<file path="src/rtl/pulse_evt_pkg.sv">
// pulse_evt_pkg
// Shared definitions for the pulse event logger:
//   - default sizing constants (timestamp width, FIFO depth, minimum pulse
//     spacing, statistics counter width)
//   - the logical layout of one logged event
//   - a saturating increment helper used by the statistics counters
`timescale 1ns/1ps
package pulse_evt_pkg;

    localparam int TS_W_DEF    = 16;
    localparam int DEPTH_DEF   = 8;
    localparam int GAP_MIN_DEF = 4;
    localparam int CNT_W_DEF   = 8;

    // One logged event at the default timestamp width. The top level packs
    // the same fields as {close, ts} into a flat FIFO word so that it can
    // follow a non-default TS_W.
    typedef struct packed {
        logic [TS_W_DEF-1:0] ts;
        logic                close;
    } evt_entry_t;

    // Increment val, holding at the all-ones value of a width-bit counter.
    // width must be between 1 and 32.
    function automatic logic [31:0] sat_inc(input logic [31:0] val,
                                            input int unsigned width);
        logic [32:0] max_val;
        max_val = (33'd1 << width) - 33'd1;
        return (val == max_val[31:0]) ? val : val + 32'd1;
    endfunction

endpackage

</file>
<file path="src/rtl/sync_fifo_fwft.sv">
// sync_fifo_fwft
// Single-clock first-word-fall-through FIFO. The head entry is presented
// combinationally on rdata whenever empty=0.
// Ports:
//   clk, rst       clock and synchronous active-high reset (clears pointers)
//   push, wdata    write wdata at the tail (caller must not push when full
//                  unless it pops in the same cycle)
//   pop            discard the head entry (caller must not pop when empty)
//   rdata          head entry
//   full, empty    occupancy flags
//   level          current occupancy, 0..DEPTH
`timescale 1ns/1ps
module sync_fifo_fwft #(
    parameter int WIDTH = 17,
    parameter int DEPTH = 8
) (
    input  logic                     clk,
    input  logic                     rst,
    input  logic                     push,
    input  logic                     pop,
    input  logic [WIDTH-1:0]         wdata,
    output logic [WIDTH-1:0]         rdata,
    output logic                     full,
    output logic                     empty,
    output logic [$clog2(DEPTH):0]   level
);

    localparam int AW = $clog2(DEPTH);
    localparam logic [AW:0] PTR_ONE = {{AW{1'b0}}, 1'b1};

    // Pointers carry one extra wrap bit so full and empty are distinguishable.
    logic [AW:0]      wr_ptr_reg;
    logic [AW:0]      rd_ptr_reg;
    logic [WIDTH-1:0] mem [DEPTH];

    always_ff @(posedge clk) begin
        if (rst) begin
            wr_ptr_reg <= '0;
            rd_ptr_reg <= '0;
        end else begin
            if (push) begin
                wr_ptr_reg <= wr_ptr_reg + PTR_ONE;
            end
            if (pop) begin
                rd_ptr_reg <= rd_ptr_reg + PTR_ONE;
            end
        end
    end

    // When full, a simultaneous push/pop writes the slot being popped; the
    // old value is still read out this cycle, so this is safe.
    always_ff @(posedge clk) begin
        if (push) begin
            mem[wr_ptr_reg[AW-1:0]] <= wdata;
        end
    end

    assign rdata = mem[rd_ptr_reg[AW-1:0]];
    assign empty = (wr_ptr_reg == rd_ptr_reg);
    assign full  = (wr_ptr_reg[AW] != rd_ptr_reg[AW]) &&
                   (wr_ptr_reg[AW-1:0] == rd_ptr_reg[AW-1:0]);
    assign level = wr_ptr_reg - rd_ptr_reg;

endmodule

</file>
<file path="src/rtl/pulse_evt_logger.sv">
// pulse_evt_logger
// Timestamps each high cycle of sync_pulse with a free-running counter,
// marks events that follow the previous pulse by fewer than GAP_MIN cycles,
// queues them in a FWFT FIFO and offers them on a valid/ready interface.
// Ports:
//   clk, rst                 clock, synchronous active-high reset
//   sync_pulse               one event per high cycle
//   evt_valid / evt_ready    head-entry handshake (pop on valid && ready)
//   evt_ts, evt_close        head-entry fields, meaningful only when valid
//   evt_count, drop_count    saturating accepted / dropped pulse counts
//   fifo_full, fifo_level    FIFO occupancy
`timescale 1ns/1ps
module pulse_evt_logger
    import pulse_evt_pkg::*;
#(
    parameter int TS_W    = TS_W_DEF,
    parameter int DEPTH   = DEPTH_DEF,
    parameter int GAP_MIN = GAP_MIN_DEF,
    parameter int CNT_W   = CNT_W_DEF
) (
    input  logic                     clk,
    input  logic                     rst,
    input  logic                     sync_pulse,
    output logic                     evt_valid,
    input  logic                     evt_ready,
    output logic [TS_W-1:0]          evt_ts,
    output logic                     evt_close,
    output logic [CNT_W-1:0]         evt_count,
    output logic [CNT_W-1:0]         drop_count,
    output logic                     fifo_full,
    output logic [$clog2(DEPTH):0]   fifo_level
);

    localparam int GW = $clog2(GAP_MIN + 1);
    localparam logic [GW-1:0]   GAP_SAT = GW'(GAP_MIN);
    localparam logic [GW-1:0]   GAP_ONE = GW'(1);
    localparam logic [TS_W-1:0] TS_ONE  = TS_W'(1);

    logic [TS_W-1:0]  ts_cnt_reg;
    logic [GW-1:0]    gap_cnt_reg;
    logic             have_prev_reg;
    logic [CNT_W-1:0] evt_count_reg;
    logic [CNT_W-1:0] drop_count_reg;

    logic             pop;
    logic             push;
    logic             drop;
    logic             close_bit;
    logic             fifo_empty;
    logic [TS_W:0]    fifo_wdata;
    logic [TS_W:0]    fifo_rdata;

    assign evt_valid = !fifo_empty;
    assign pop       = evt_valid && evt_ready;
    // A full FIFO still accepts a pulse if the head leaves in the same cycle.
    assign push      = sync_pulse && (!fifo_full || pop);
    assign drop      = sync_pulse && fifo_full && !pop;

    // gap_cnt saturates at GAP_MIN, so "< GAP_MIN" means the previous pulse
    // was fewer than GAP_MIN cycles ago.
    assign close_bit  = have_prev_reg && (gap_cnt_reg < GAP_SAT);
    assign fifo_wdata = {close_bit, ts_cnt_reg};

    always_ff @(posedge clk) begin
        if (rst) begin
            ts_cnt_reg     <= '0;
            gap_cnt_reg    <= GAP_SAT;
            have_prev_reg  <= 1'b0;
            evt_count_reg  <= '0;
            drop_count_reg <= '0;
        end else begin
            ts_cnt_reg <= ts_cnt_reg + TS_ONE;

            if (sync_pulse) begin
                gap_cnt_reg   <= GAP_ONE;
                have_prev_reg <= 1'b1;
            end else if (gap_cnt_reg < GAP_SAT) begin
                gap_cnt_reg <= gap_cnt_reg + GAP_ONE;
            end

            if (push) begin
                evt_count_reg <= CNT_W'(sat_inc(32'(evt_count_reg), CNT_W));
            end
            if (drop) begin
                drop_count_reg <= CNT_W'(sat_inc(32'(drop_count_reg), CNT_W));
            end
        end
    end

    sync_fifo_fwft #(
        .WIDTH (TS_W + 1),
        .DEPTH (DEPTH)
    ) u_fifo (
        .clk   (clk),
        .rst   (rst),
        .push  (push),
        .pop   (pop),
        .wdata (fifo_wdata),
        .rdata (fifo_rdata),
        .full  (fifo_full),
        .empty (fifo_empty),
        .level (fifo_level)
    );

    assign evt_ts     = fifo_rdata[TS_W-1:0];
    assign evt_close  = fifo_rdata[TS_W];
    assign evt_count  = evt_count_reg;
    assign drop_count = drop_count_reg;

endmodule

</file>
<file path="config.mk">
export PLATFORM = sky130hd
export DESIGN_NAME = pulse_evt_logger
export DESIGN_NICKNAME = d
export VERILOG_FILES = /design/src/rtl/pulse_evt_pkg.sv /design/src/rtl/sync_fifo_fwft.sv /design/src/rtl/pulse_evt_logger.sv
export SDC_FILE = /design/constraint.sdc
export NUM_CORES = 1
export LEC_CHECK = 0
export ABC_AREA = 0
export BUFFER_PORTS_ARGS = -buffer_cell sky130_fd_sc_hd__buf_2
export CAP_MARGIN = 20
export CELL_PAD_IN_SITES_DETAIL_PLACEMENT = 2
export CELL_PAD_IN_SITES_GLOBAL_PLACEMENT = 2
export CORE_MARGIN = 2
export CORE_UTILIZATION = 45
export CTS_BUF_LIST = sky130_fd_sc_hd__clkbuf_8
export DETAILED_ROUTE_END_ITERATION = 8
export PLACE_DENSITY_LB_ADDON = 0.1
export SLEW_MARGIN = 15
export SYNTH_ARGS = -nofsm -noshare
export SYNTH_HDL_FRONTEND = slang
export SYNTH_SLANG_ARGS = --single-unit
export TNS_END_PERCENT = 20
</file>
<file path="constraint.sdc">
create_clock -name clk -period 4.6 [get_ports clk]
set_clock_uncertainty 0.05 [all_clocks]
set_input_delay 0.23 -clock clk [delete_from_list [all_inputs] [get_ports clk]]
set_output_delay 0.23 -clock clk [all_outputs]
set_load 0.02 [all_outputs]
</file>
==> run_results.csv <==
group,metric,value,unit
routing,drc,0,
floorplan,die_x,132,um
worst_setup_path,cp_cell_sequence,"buf_4, mux4_2, mux2_2, buf_2",
routing,drtIter0Drc,178,
routing,dr_total_vias,4146,
final_layout,n_antenna_cell,0,
global_route,gr-total-overflow,0,
global_route,antenna_found_initial,0,
cts,ctsResizeCount,0,
cts,cts_hold_buffers,0,
timing,fmax,334,MHz
cts,cts_max_path_buffers,2,
timing,setup_viol,0,
timing,worst_slew_pin_slew,1.06,ns
worst_setup_path,rr_worst_depth,6,
yosys,ys_seq_area_frac,0.680,
cts,cts.sinks,183,
worst_setup_path,start_kind,"flip-flop",
timing,final.setup.tns,0,ns
yosys,synth_seq_cells,183,
floorplan,core_region_area,15900,um^2
cts,cts_tree,"built",
timing,maxSlewHeadroom,0.289,
final_layout,drive_gt1_frac,0.266,
worst_setup_path,worstPathMaxFanout,19,
cts,insertion_delay,0.47,ns
final_layout,largest_reg_flops,136,
floorplan,die_y,132,um
cts,cts-root-buf,"clkbuf_8",
worst_hold_path,min_from,"sync_pulse",
final_layout,final_area,8240,um^2
final_layout,nets,531,
status,outcome,"completed",
place,io_buffers,42,
worst_setup_path,r2r-start,"u_fifo.wr_ptr_reg[0]",
global_route,grt_max_degree,47,
yosys,yosysWarnings,0,
yosys,syn-num-nets,481,
worst_setup_path,crit_arrival,2.71,ns
worst_hold_path,whs_endpoint,"gap_cnt_reg[1]",
floorplan,dieArea,17500,um^2
flow_run,max_cap_violations,0,
worst_setup_path,max_stage_delay,0.72,ns
power,p_per_area,413,nW/um^2
yosys,yosysUniqueCellTypes,43,
worst_hold_path,hold_class,"input pin to flip-flop",
routing,ant_nets,0,
yosys,yosysTopAreaCell,"edfxtp_1",
global_route,grt_pass1_wl,27400,um
cts,clk_pin_slew_worst_paths,0.08,ns
worst_setup_path,r2r_end,"u_fifo.mem[2][8]",
cts,cts_made_buffers,17,
routing,wl,17400,um
yosys,synthTopCellsByArea,"edfxtp_1, dfxtp_1, mux4_2",
power,power_leakage,2.75,nW
yosys,netlist_area,7380,um^2
yosys,async_reset_ff_frac,0,
final_layout,areaGrowthSynthToFinish,11.6,%
floorplan,io_pins,43,
place,dp.final_hpwl,10700,um
place,placedInstanceArea,7870,um^2
worst_setup_path,cp.required,4.32,ns
place,place_congestion,0.728,
timing,rsz0062_at_grt,"false",
timing,min_period,2.99,ns
yosys,syn_avg_cell_area,15.8,um^2
routing,vias_per_cell,5.56,
timing,slew_violations,0,
floorplan,start_util,0.463,
timing,min_period_over_period,0.651,
routing,drt-wirelength-per-cell,23.3,um
yosys,yosys.area.top_type_share,0.553,
worst_setup_path,setup.worst_path.end_class,"output pin",
power,ir_worst_vdd,0.000212,V
yosys,synth_edf_count,136,
timing,hold_violations,0,
cts,h-tree-depth,4,
worst_setup_path,ff2ff_setup_slack,1.89,ns
final_layout,num-fill-cells,1484,
yosys,synth_flop_cell,"edfxtp_1",
routing,dr.pass1.iters,4,
global_route,groute.usage.overall,0.211,
yosys,synth_cells,467,
worst_setup_path,cpMaxStageDelayCell,"dfxtp_2",
worst_hold_path,hold_depth,2,
cts,cts_setup_buffers,0,
global_route,grt_pass1_vias,4607,
floorplan,row_count,46,
worst_setup_path,path_class,"flip-flop to output pin",
[cells by family (layout without fill, tap and decap cells)]
family / after synthesis / in the layout / synth area share
DFF: 183 / 183 / 0.680
and+or+nand+nor: 115 / 115 / 0.0798
muxes: 54 / 54 / 0.134
AOI/OAI and AO/OA: 52 / 52 / 0.0442
buffers and inverters: 34 / 97 / 0.0193
xor gates and xnor gates: 19 / 19 / 0.0246
adders and majority gates: 10 / 10 / 0.0180
[power breakdown]
group / total [mW] / switching [mW] / internal [mW] / leakage, nW
combinational: 0.501 / 0.268 / 0.233 / 0.900
sequential: 1.86 / 0.0553 / 1.80 / 1.65
clock: 1.04 / 0.568 / 0.475 / 0.193
[how the worst max path moves through the flow]
stage,cells after the start,endpoint
global route,4,evt_ts[14]
global placement,6,u_fifo.mem[2][3]
finish,4,evt_ts[14]
floorplan,7,u_fifo.mem[0][0]
detailed placement,6,u_fifo.mem[2][12]
CTS,4,evt_ts[14]
[layer usage]
metal | track usage | vias to the layer above | wire length, um
met2 | 0.362 | 82 | 9020
met3 | 0.0450 | 14 | 598
met1 | 0.273 | 2136 | 7600
li1 | - | 1914 | -
met4 | 0.0550 | 0 | 169
met5 | 0 | - | 0
[cells in the mapped netlist, types with 2 or more instances]
cell type,number
nor3_1,8
o31a_1,2
nor2b_1,2
xnor2_1,9
buf_1,3
inv_1,14
dfxtp_1,47
nand4_1,8
nand2_1,16
mux2i_1,3
nand3_1,17
buf_2,6
mux4_2,34
mux2_2,17
or4_1,7
clkbuf_1,10
o31ai_1,6
edfxtp_1,136
nor4_1,6
a211oi_1,3
nor2_1,32
a21oi_1,21
ha_1,9
or3_1,10
xor2_1,8
and3_1,3
o21ai_0,13
and4_1,2
[placed cells by master (no fill, tap or decap), drive strengths merged, types with 5 or more instances in the layout]
| cell | count |
|---|---|
| nor4 | 6 |
| clkbuf | 17 |
| o31ai | 7 |
| nand4 | 9 |
| ha | 9 |
| inv | 19 |
| buf | 51 |
| a21oi | 21 |
| mux2 | 17 |
| nand3 | 17 |
| mux4 | 34 |
| dfxtp | 47 |
| xnor2 | 10 |
| nor2 | 32 |
| or4 | 7 |
| nand2 | 16 |
| or3 | 10 |
| o21ai | 13 |
| clkinv | 5 |
| edfxtp | 136 |
| xor2 | 9 |
| nor3 | 8 |
[worst max-delay path, delay by kind of cell, from the launching register on]
kind,cells,cell delay [ns]
buf+inv,2,0.66
flops,1,0.72
mux,2,0.87
[stage by stage]
stage / setup slack (ns) / power (mW) / util / hold WS (ns) / std cells
final: 1.61 / 3.40 / 0.517 / 0.0850 / 746
after global routing: 1.40 / 3.54 / 0.517 / 0.0817 / 746
after CTS: 1.50 / 3.44 / 0.517 / 0.0659 / 746
after detailed placement: 1.87 / 2.41 / 0.494 / 0.421 / 714
after global placement: 2.01 / 2.38 / 0.494 / 0.399 / 714
after floorplan: 1.07 / 2.25 / - / 0.382 / 467
[layout make-up]
| type | instances | area [um^2] | area share |
|---|---|---|---|
| Clock buffer | 17 | 234 | 0.0284 |
| Clock inverter | 15 | 139 | 0.0168 |
| Inverter | 14 | 52.6 | 0.00638 |
| Multi-Input combinational cell | 250 | 2240 | 0.272 |
| Sequential cell | 183 | 5030 | 0.610 |
| Tap cell | 216 | 270 | 0.0328 |
| Timing Repair Buffer | 51 | 278 | 0.0337 |
(Power assumes the default switching activity.)
